File: src/rtl/array_row_arbiter.sv
// array_row_arbiter: round-robin full-row write arbiter over a ROWS x COLS word array with clear sequencer and registered read.
// Optional macro ARRAY_RD_BYPASS_EN: same-cycle writes to rd_row are returned on rd_data (write-first).
module array_row_arbiter #(
  parameter int W       = 8,
  parameter int ROWS    = 4,
  parameter int COLS    = 4,
  parameter int NUM_REQ = 2
) (
  input  logic                            clk,
  input  logic                            rst,
  input  logic [NUM_REQ-1:0]              req_valid,
  output logic [NUM_REQ-1:0]              req_ready,
  input  logic [NUM_REQ*$clog2(ROWS)-1:0] req_row,
  input  logic [NUM_REQ*COLS*W-1:0]       req_data,
  input  logic                            clr_start,
  output logic                            clr_busy,
  input  logic [$clog2(ROWS)-1:0]         rd_row,
  output logic [COLS*W-1:0]               rd_data,
  output logic [15:0]                     wr_count
);
  localparam int RW = $clog2(ROWS);
  localparam int PW = $clog2(NUM_REQ);
  typedef enum logic {IDLE, CLEAR} state_t;
  state_t              state_q, state_d;
  logic [W-1:0]        mem_q [ROWS][COLS];
  logic [RW-1:0]       clr_idx_q, clr_idx_d, wr_row;
  logic [PW-1:0]       ptr_q, ptr_d, gnt_idx;
  logic                gnt_found, accept, clr_we;
  logic [COLS*W-1:0]   wr_data, rd_data_q, rd_data_d;
  logic [15:0]         wr_count_q, wr_count_d;

  // first valid requester at or above the pointer, wrapping
  always_comb begin
    gnt_found = 1'b0;
    gnt_idx   = '0;
    for (int k = 0; k < NUM_REQ; k++)
      if (!gnt_found && req_valid[(int'(ptr_q) + k) % NUM_REQ]) begin
        gnt_found = 1'b1;
        gnt_idx   = PW'((int'(ptr_q) + k) % NUM_REQ);
      end
  end

  always_comb begin
    state_d   = state_q == IDLE ? (clr_start ? CLEAR : IDLE)
                                : (clr_idx_q == RW'(ROWS-1) ? IDLE : CLEAR);
    clr_idx_d = state_q == CLEAR ? clr_idx_q + 1'b1 : '0;
  end

  always_comb begin
    clr_busy  = state_q == CLEAR;
    req_ready = (!rst && state_q == IDLE && !clr_start && gnt_found) ? NUM_REQ'(1) << gnt_idx : '0;
  end

  assign accept     = |(req_valid & req_ready);
  assign clr_we     = state_q == CLEAR;
  assign wr_row     = req_row[gnt_idx*RW +: RW];
  assign wr_data    = req_data[gnt_idx*COLS*W +: COLS*W];
  assign ptr_d      = accept ? (gnt_idx == PW'(NUM_REQ-1) ? '0 : gnt_idx + 1'b1) : ptr_q;
  assign wr_count_d = (accept && wr_count_q != 16'hFFFF) ? wr_count_q + 16'd1 : wr_count_q;

  always_comb begin
    rd_data_d = '0;
    for (int c = 0; c < COLS; c++) rd_data_d[c*W +: W] = mem_q[rd_row][c];
`ifdef ARRAY_RD_BYPASS_EN
    if (clr_we && clr_idx_q == rd_row) rd_data_d = '0;
    else if (accept && wr_row == rd_row) rd_data_d = wr_data;
`endif
  end

  always_ff @(posedge clk) begin
    if (rst) begin
      state_q    <= IDLE;
      clr_idx_q  <= '0;
      ptr_q      <= '0;
      wr_count_q <= '0;
      rd_data_q  <= '0;
      for (int r = 0; r < ROWS; r++)
        for (int c = 0; c < COLS; c++) mem_q[r][c] <= '0;
    end else begin
      state_q    <= state_d;
      clr_idx_q  <= clr_idx_d;
      ptr_q      <= ptr_d;
      wr_count_q <= wr_count_d;
      rd_data_q  <= rd_data_d;
      for (int r = 0; r < ROWS; r++)
        for (int c = 0; c < COLS; c++)
          if (clr_we && clr_idx_q == RW'(r)) mem_q[r][c] <= '0;
          else if (accept && wr_row == RW'(r)) mem_q[r][c] <= wr_data[c*W +: W];
    end
  end

  assign rd_data  = rd_data_q;
  assign wr_count = wr_count_q;
endmodule
File: config.mk
export PLATFORM = sky130hd
export DESIGN_NAME = array_row_arbiter
export DESIGN_NICKNAME = d
export VERILOG_FILES = /design/src/rtl/array_row_arbiter.sv
export SDC_FILE = /design/constraint.sdc
export NUM_CORES = 1
export LEC_CHECK = 0
export ABC_CLOCK_PERIOD_IN_PS = 7650
export CAP_MARGIN = 20
export CORE_MARGIN = 1.5
export CORE_UTILIZATION = 57
export CTS_CLUSTER_SIZE = 24
export DETAILED_ROUTE_END_ITERATION = 10
export GPL_TIMING_DRIVEN = 0
export PLACE_DENSITY = 0.89
export SYNTH_ARGS = -nofsm -noshare
export SYNTH_HDL_FRONTEND = slang
export SYNTH_SLANG_ARGS = --single-unit
File: constraint.sdc
create_clock -name clk -period 7.65 [get_ports clk]
set_input_delay 0.765 -clock clk [delete_from_list [all_inputs] [get_ports clk]]
set_output_delay 0.765 -clock clk [all_outputs]
set_load 0.01 [all_outputs]
After elaboration in Yosys (flattened, before gate mapping)
Memories as Yosys holds them, arrays and structs flattened. A register that Yosys moved wholly into a read port is not among the register bits.
Index checks and enable logic that the tools add are counted.
W data, S select, Z words.
{"block": "totals", "ff_bits": 20, "ramBits": 128, "input_bits": 75, "output_inout_bits": 51, "wordCells": 152, "memories": 1}
{"block": "op_classes", "addsub": 4, "order_cmp": 2, "eq_ne": 7, "shift": 3, "n_mux": 76, "n_bitwise": 35, "reduce_logical": 20}
{"memory": "mem_q", "depth": 4, "word_bits": 32, "read_ports": 1, "rd_ports_with_merged_regs": 1, "write_ports": 4, "line": "25", "rtl": "logic [W-1:0] mem_q [ROWS][COLS];"}
{"op": "$mux W8", "count": 32}
{"op": "$shiftx A64 B7 Y32", "count": 1}
{"op": "$mux W1", "count": 43}
{"op": "$or A1 B1 Y1", "count": 32}
{"op": "$add A16 B1 Y16 const B", "count": 1}
{"op": "$ne A16 B16 Y1 const B", "count": 1}
{"op": "$logic_and A1 B1 Y1", "count": 13}
{"op": "$eq A2 B2 Y1 const B", "count": 4}
{"op": "$eq A2 B1 Y1 const B", "count": 2}
{"op": "$logic_not A2 Y1", "count": 2}
{"op": "$reduce_or A2 Y1", "count": 2}
{"op": "$shiftx A4 B3 Y2", "count": 1}
{"op": "$logic_not A1 Y1", "count": 3}
{"op": "$lt A2 B3 Y1 const B", "count": 1}
{"op": "$add A1 B1 Y1 const B", "count": 2}
{"op": "$add A2 B1 Y2 const B", "count": 1}
{"op": "$and A2 B2 Y2", "count": 1}
{"op": "$lt A1 B2 Y1 const B", "count": 1}
{"op": "$mux W2", "count": 1}
{"op": "$shl A1 B1 Y2 const A", "count": 1}
{"op": "$and A1 B1 Y1 const A", "count": 1}
{"op": "$not A1 Y1", "count": 1}

Longest topological paths before layout
{"block": "depth", "word_depth": 17, "ltp_mapped": 8, "mapped_depth_nobuf": 6}

Least setup slack after synthesis
OpenSTA, ideal clock, no wires.
{"block": "synth_path", "path_type": "input-to-reg", "from": "input port rst", "to": "memory mem_q[3][0] (netlist bit) (enable)", "setup_ps": 394, "arrival_ps": 2889, "required_time_ps": 7256, "setup_slack_ps": 4367, "path_stages": 6, "path_buffers": 2, "path_cell_list": "or3_4 -> or2_0 -> buf_2 -> or4_1 -> buf_2 -> nand2b_1"}
{"item": "start, declared", "line": "10", "rtl": "input logic rst,"}
{"item": "end, declared", "line": "25"}

==> flow_metrics.tcl <==
set metrics [dict create \
    crit_path_end_kind "register" \
    via_count 5125 \
    die-height_um 118 \
    p_per_area_nw_per_um2 227 \
    synth_cell_types 38 \
    p_clk_share_pct 39.7 \
    gp_congestion 0.874 \
    syn_area_um2 7480 \
    reg2reg_setup_slack_ps 4170 \
    hp-class "register to register" \
    grt_overflow_total 0 \
    insertion_delay_ps 440 \
    wl_per_cell_um 20.5 \
    p_leak_nw 3.60 \
    synthSimpleGateAreaFrac_pct 14.7 \
    synth_top_area_share_pct 48.2 \
    max_freq_ghz 0.254 \
    ys_ff_latch 180 \
    nets 779 \
    finalHoldViolations 0 \
    min_path_cells 2 \
    period_minus_slack_ps 3940 \
    worst_path_max_delay_cell "a21oi_1" \
    switchingPower_w 0.000489 \
    ant_nets 0 \
    swShare_pct 22.5 \
    rows 41 \
    first_global_vias 5234 \
    drive_gt1_share_pct 12.4 \
    critPathArrivalTime_ps 4080 \
    num_antenna_cells 0 \
    die_w_um 118 \
    yosysMostFrequentCell "nor2_1" \
    skew_ps 9.25 \
    syn_nets 634 \
    cp_max_fo 13 \
    avgSynthCellArea_um2 13.5 \
    ys.flop_type "edfxtp_1" \
    cts_tree "built" \
    min_period_over_period_pct 51.4 \
    routed_wirelength_mm 18.2 \
    utilization_pct 75.1 \
    cap_violations 0 \
    hold_start "mem_q[0][28]$_SDFFE_PP0P_" \
    start_kind "primary input" \
    post_cts_buffers 0 \
    firstDrtPassIters 5 \
    synth_fa_ha_area_share_pct 0.836 \
    required_ps 7790 \
    slew_viol_final 0 \
    synth_async_sr_flop_share_pct 0 \
    max_stage_delay_ps 740 \
    n_fill_cell 790 \
    setup_violations 0 \
    antenna_found_initial 0 \
    synth_top_family_by_area "multiplexers" \
    synth_top_area_cell "edfxtp_1" \
    p_int_w 0.00168 \
    crit_type "primary input to register" \
    worst_slew_pin_slew_ps 957 \
    start_util_pct 58.8 \
    comb_power_share_pct 9.5 \
    synth_mux_area_share_pct 15.5 \
    final.setup.tns_ps 0 \
    io_pins 126 \
    r2r-end "mem_q[0][13]$_SDFFCE_PN0P_" \
    synth_compound_area_share_pct 0.820 \
    cts.sinks 180 \
    status "finished, final reports clean" \
    grt_pass1_wl_mm 27.8 \
    clkTransAtPathRegs_ps 60 \
    yosysSeqAreaShare_pct 64.2 \
    critical_path.most_common_cell "clkbuf_1" \
    port_buffers 124 \
    ys_top_cells_by_count "nor2_1, edfxtp_1, dfxtp_1, mux2i_1, nor2b_1" \
    coreArea_um2 12700 \
    rr_startpoint "clr_idx_q[0]$_SDFF_PP0_" \
    drtIter0Drc 340 \
    min_to "mem_q[0][28]$_SDFFE_PP0P_" \
    h-tree-depth 4 \
    ir_drop_uv 120 \
    die_area_um2 13800 \
    synth-edff-count 120 \
    slew_headroom_pct 36.2 \
    syn2layout_area_growth_pct 27.8 \
    cts-buffers-inserted 17 \
    cts_resized 0 \
    vias_per_cell 5.80 \
    place_hpwl_mm 11.9 \
    pwr-share-seq_pct 50.8 \
    synth_area_leaders "edfxtp_1, dfxtp_1, mux4_2, nor2_1, mux2i_1" \
    synth_xor_area_share_pct 1.64 \
    cts-root-buf "clkbuf_16" \
    grt_max_degree 33 \
    timing.hold.ws_ps 478 \
    cts_hold_buffers 0 \
    netlist_instances 554 \
    yosysWarnings 0 \
    grt_util_all_layers_pct 27.1 \
    clock_path_buffers 2 \
    cp_cell_sequence "clkdlybuf4s50_1, clkbuf_1, a21oi_1, nand4_1, clkbuf_1, nand2_1, buf_8" \
    drc 0 \
    rsz0062_at_grt "false" \
    r2r_cells 7 \
]
==> worst max path at each step <==
| stage | slack, ps | from | to | depth (start not counted) |
|---|---|---|---|---|
| after floorplan | 4370 | rst | mem_q[3][0]$_SDFFCE_PN0P_ | 6 |
| after global placement | 3010 | req_valid[0] | mem_q[1][10]$_SDFFCE_PN0P_ | 8 |
| after detailed placement | 3350 | rst | mem_q[0][10]$_SDFFCE_PN0P_ | 7 |
| after CTS | 3730 | rst | mem_q[0][13]$_SDFFCE_PN0P_ | 7 |
| after global routing | 3530 | rst | mem_q[0][19]$_SDFFCE_PN0P_ | 7 |
| final | 3710 | rst | mem_q[0][13]$_SDFFCE_PN0P_ | 7 |
==> power groups by stage <==
stage / sequential (W) / combinational [W] / clock [W]
final: 0.00110 / 0.000207 / 0.000862
after global routing: 0.00110 / 0.000219 / 0.000894
after CTS: 0.00110 / 0.000207 / 0.000861
after detailed placement: 0.00112 / 0.000204 / 0
after global placement: 0.00112 / 0.000193 / 0
after floorplan: 0.00112 / 0.0000991 / 0
==> per-layer routing <==
layer / up-vias / part of all wire (%) / track usage (%)
li1: 2271 / - / -
met1: 2491 / 35 / 31.4
met2: 305 / 54 / 48.3
met3: 58 / 7.4 / 5.09
met4: 0 / 3.4 / 13.5
met5: - / 0 / 0
==> cell type report <==
class | instances | area [um2] | share of cell area [%]
multi-input combinational | 339 | 2510 | 26.3
buffer | 32 | 154 | 1.61
clock buffer | 20 | 447 | 4.67
clock inverter | 12 | 130 | 1.36
sequential | 180 | 4800 | 50.3
tap | 172 | 215 | 2.25
inverter | 3 | 11.3 | 0.118
timing repair buffer | 126 | 1280 | 13.4
==> registers in the layout (all words and copies together), names as in the netlist <==
| signal | flops |
|---|---|
| clr_busy | 1 |
| rd_data | 32 |
| wr_count | 16 |
| clr_idx_q | 2 |
| ptr_q | 1 |
| mem_q | 128 |
==> metrics by stage <==
step	std cells	total power [W]	cell area (um2)	setup slack, ps
after floorplan	554	0.00122	7480	4370
after CTS	884	0.00217	9560	3730
final	884	0.00217	9560	3710
after global routing	884	0.00222	9560	3530
after global placement	850	0.00131	8940	3010
after detailed placement	852	0.00133	8980	3350
==> cells in the final DEF (no fill, tap or decap), drive strengths merged, types with 2 or more instances in the layout <==
| cell type | count |
|---|---|
| nor2 | 144 |
| clkdlybuf4s50 | 124 |
| edfxtp | 120 |
| dfxtp | 60 |
| mux2i | 44 |
| clkbuf | 38 |
| nor2b | 33 |
| mux4 | 32 |
| nand2 | 19 |
| buf | 16 |
| nand3 | 10 |
| xor2 | 7 |
| xnor2 | 7 |
| nand4 | 6 |
| inv | 6 |
| ha | 5 |
| clkinv | 5 |
| a21oi | 4 |
| and2 | 3 |
| o21ai | 2 |
| and4 | 2 |
| nor3 | 2 |
| nor4 | 2 |
| a211oi | 2 |
| nor3b | 2 |
| clkinvlp | 2 |
| bufinv | 2 |
| nand2b | 2 |
==> cells by family (layout without fill, tap and decap cells) <==
kind of cell | count (synthesis) | in the layout
simple gates | 234 | 234
flops | 180 | 180
mux | 76 | 76
buf+inv | 35 | 193
xor+xnor | 14 | 14
compound gates | 10 | 10
fa+ha+maj | 5 | 5
==> worst max-delay path, delay by kind of cell <==
family	cells	cell delay, ps
AOI/OAI and AO/OA	1	740
and+or+nand+nor	2	1200
buffers and inverters	4	1370
(Power assumes the default switching activity.)
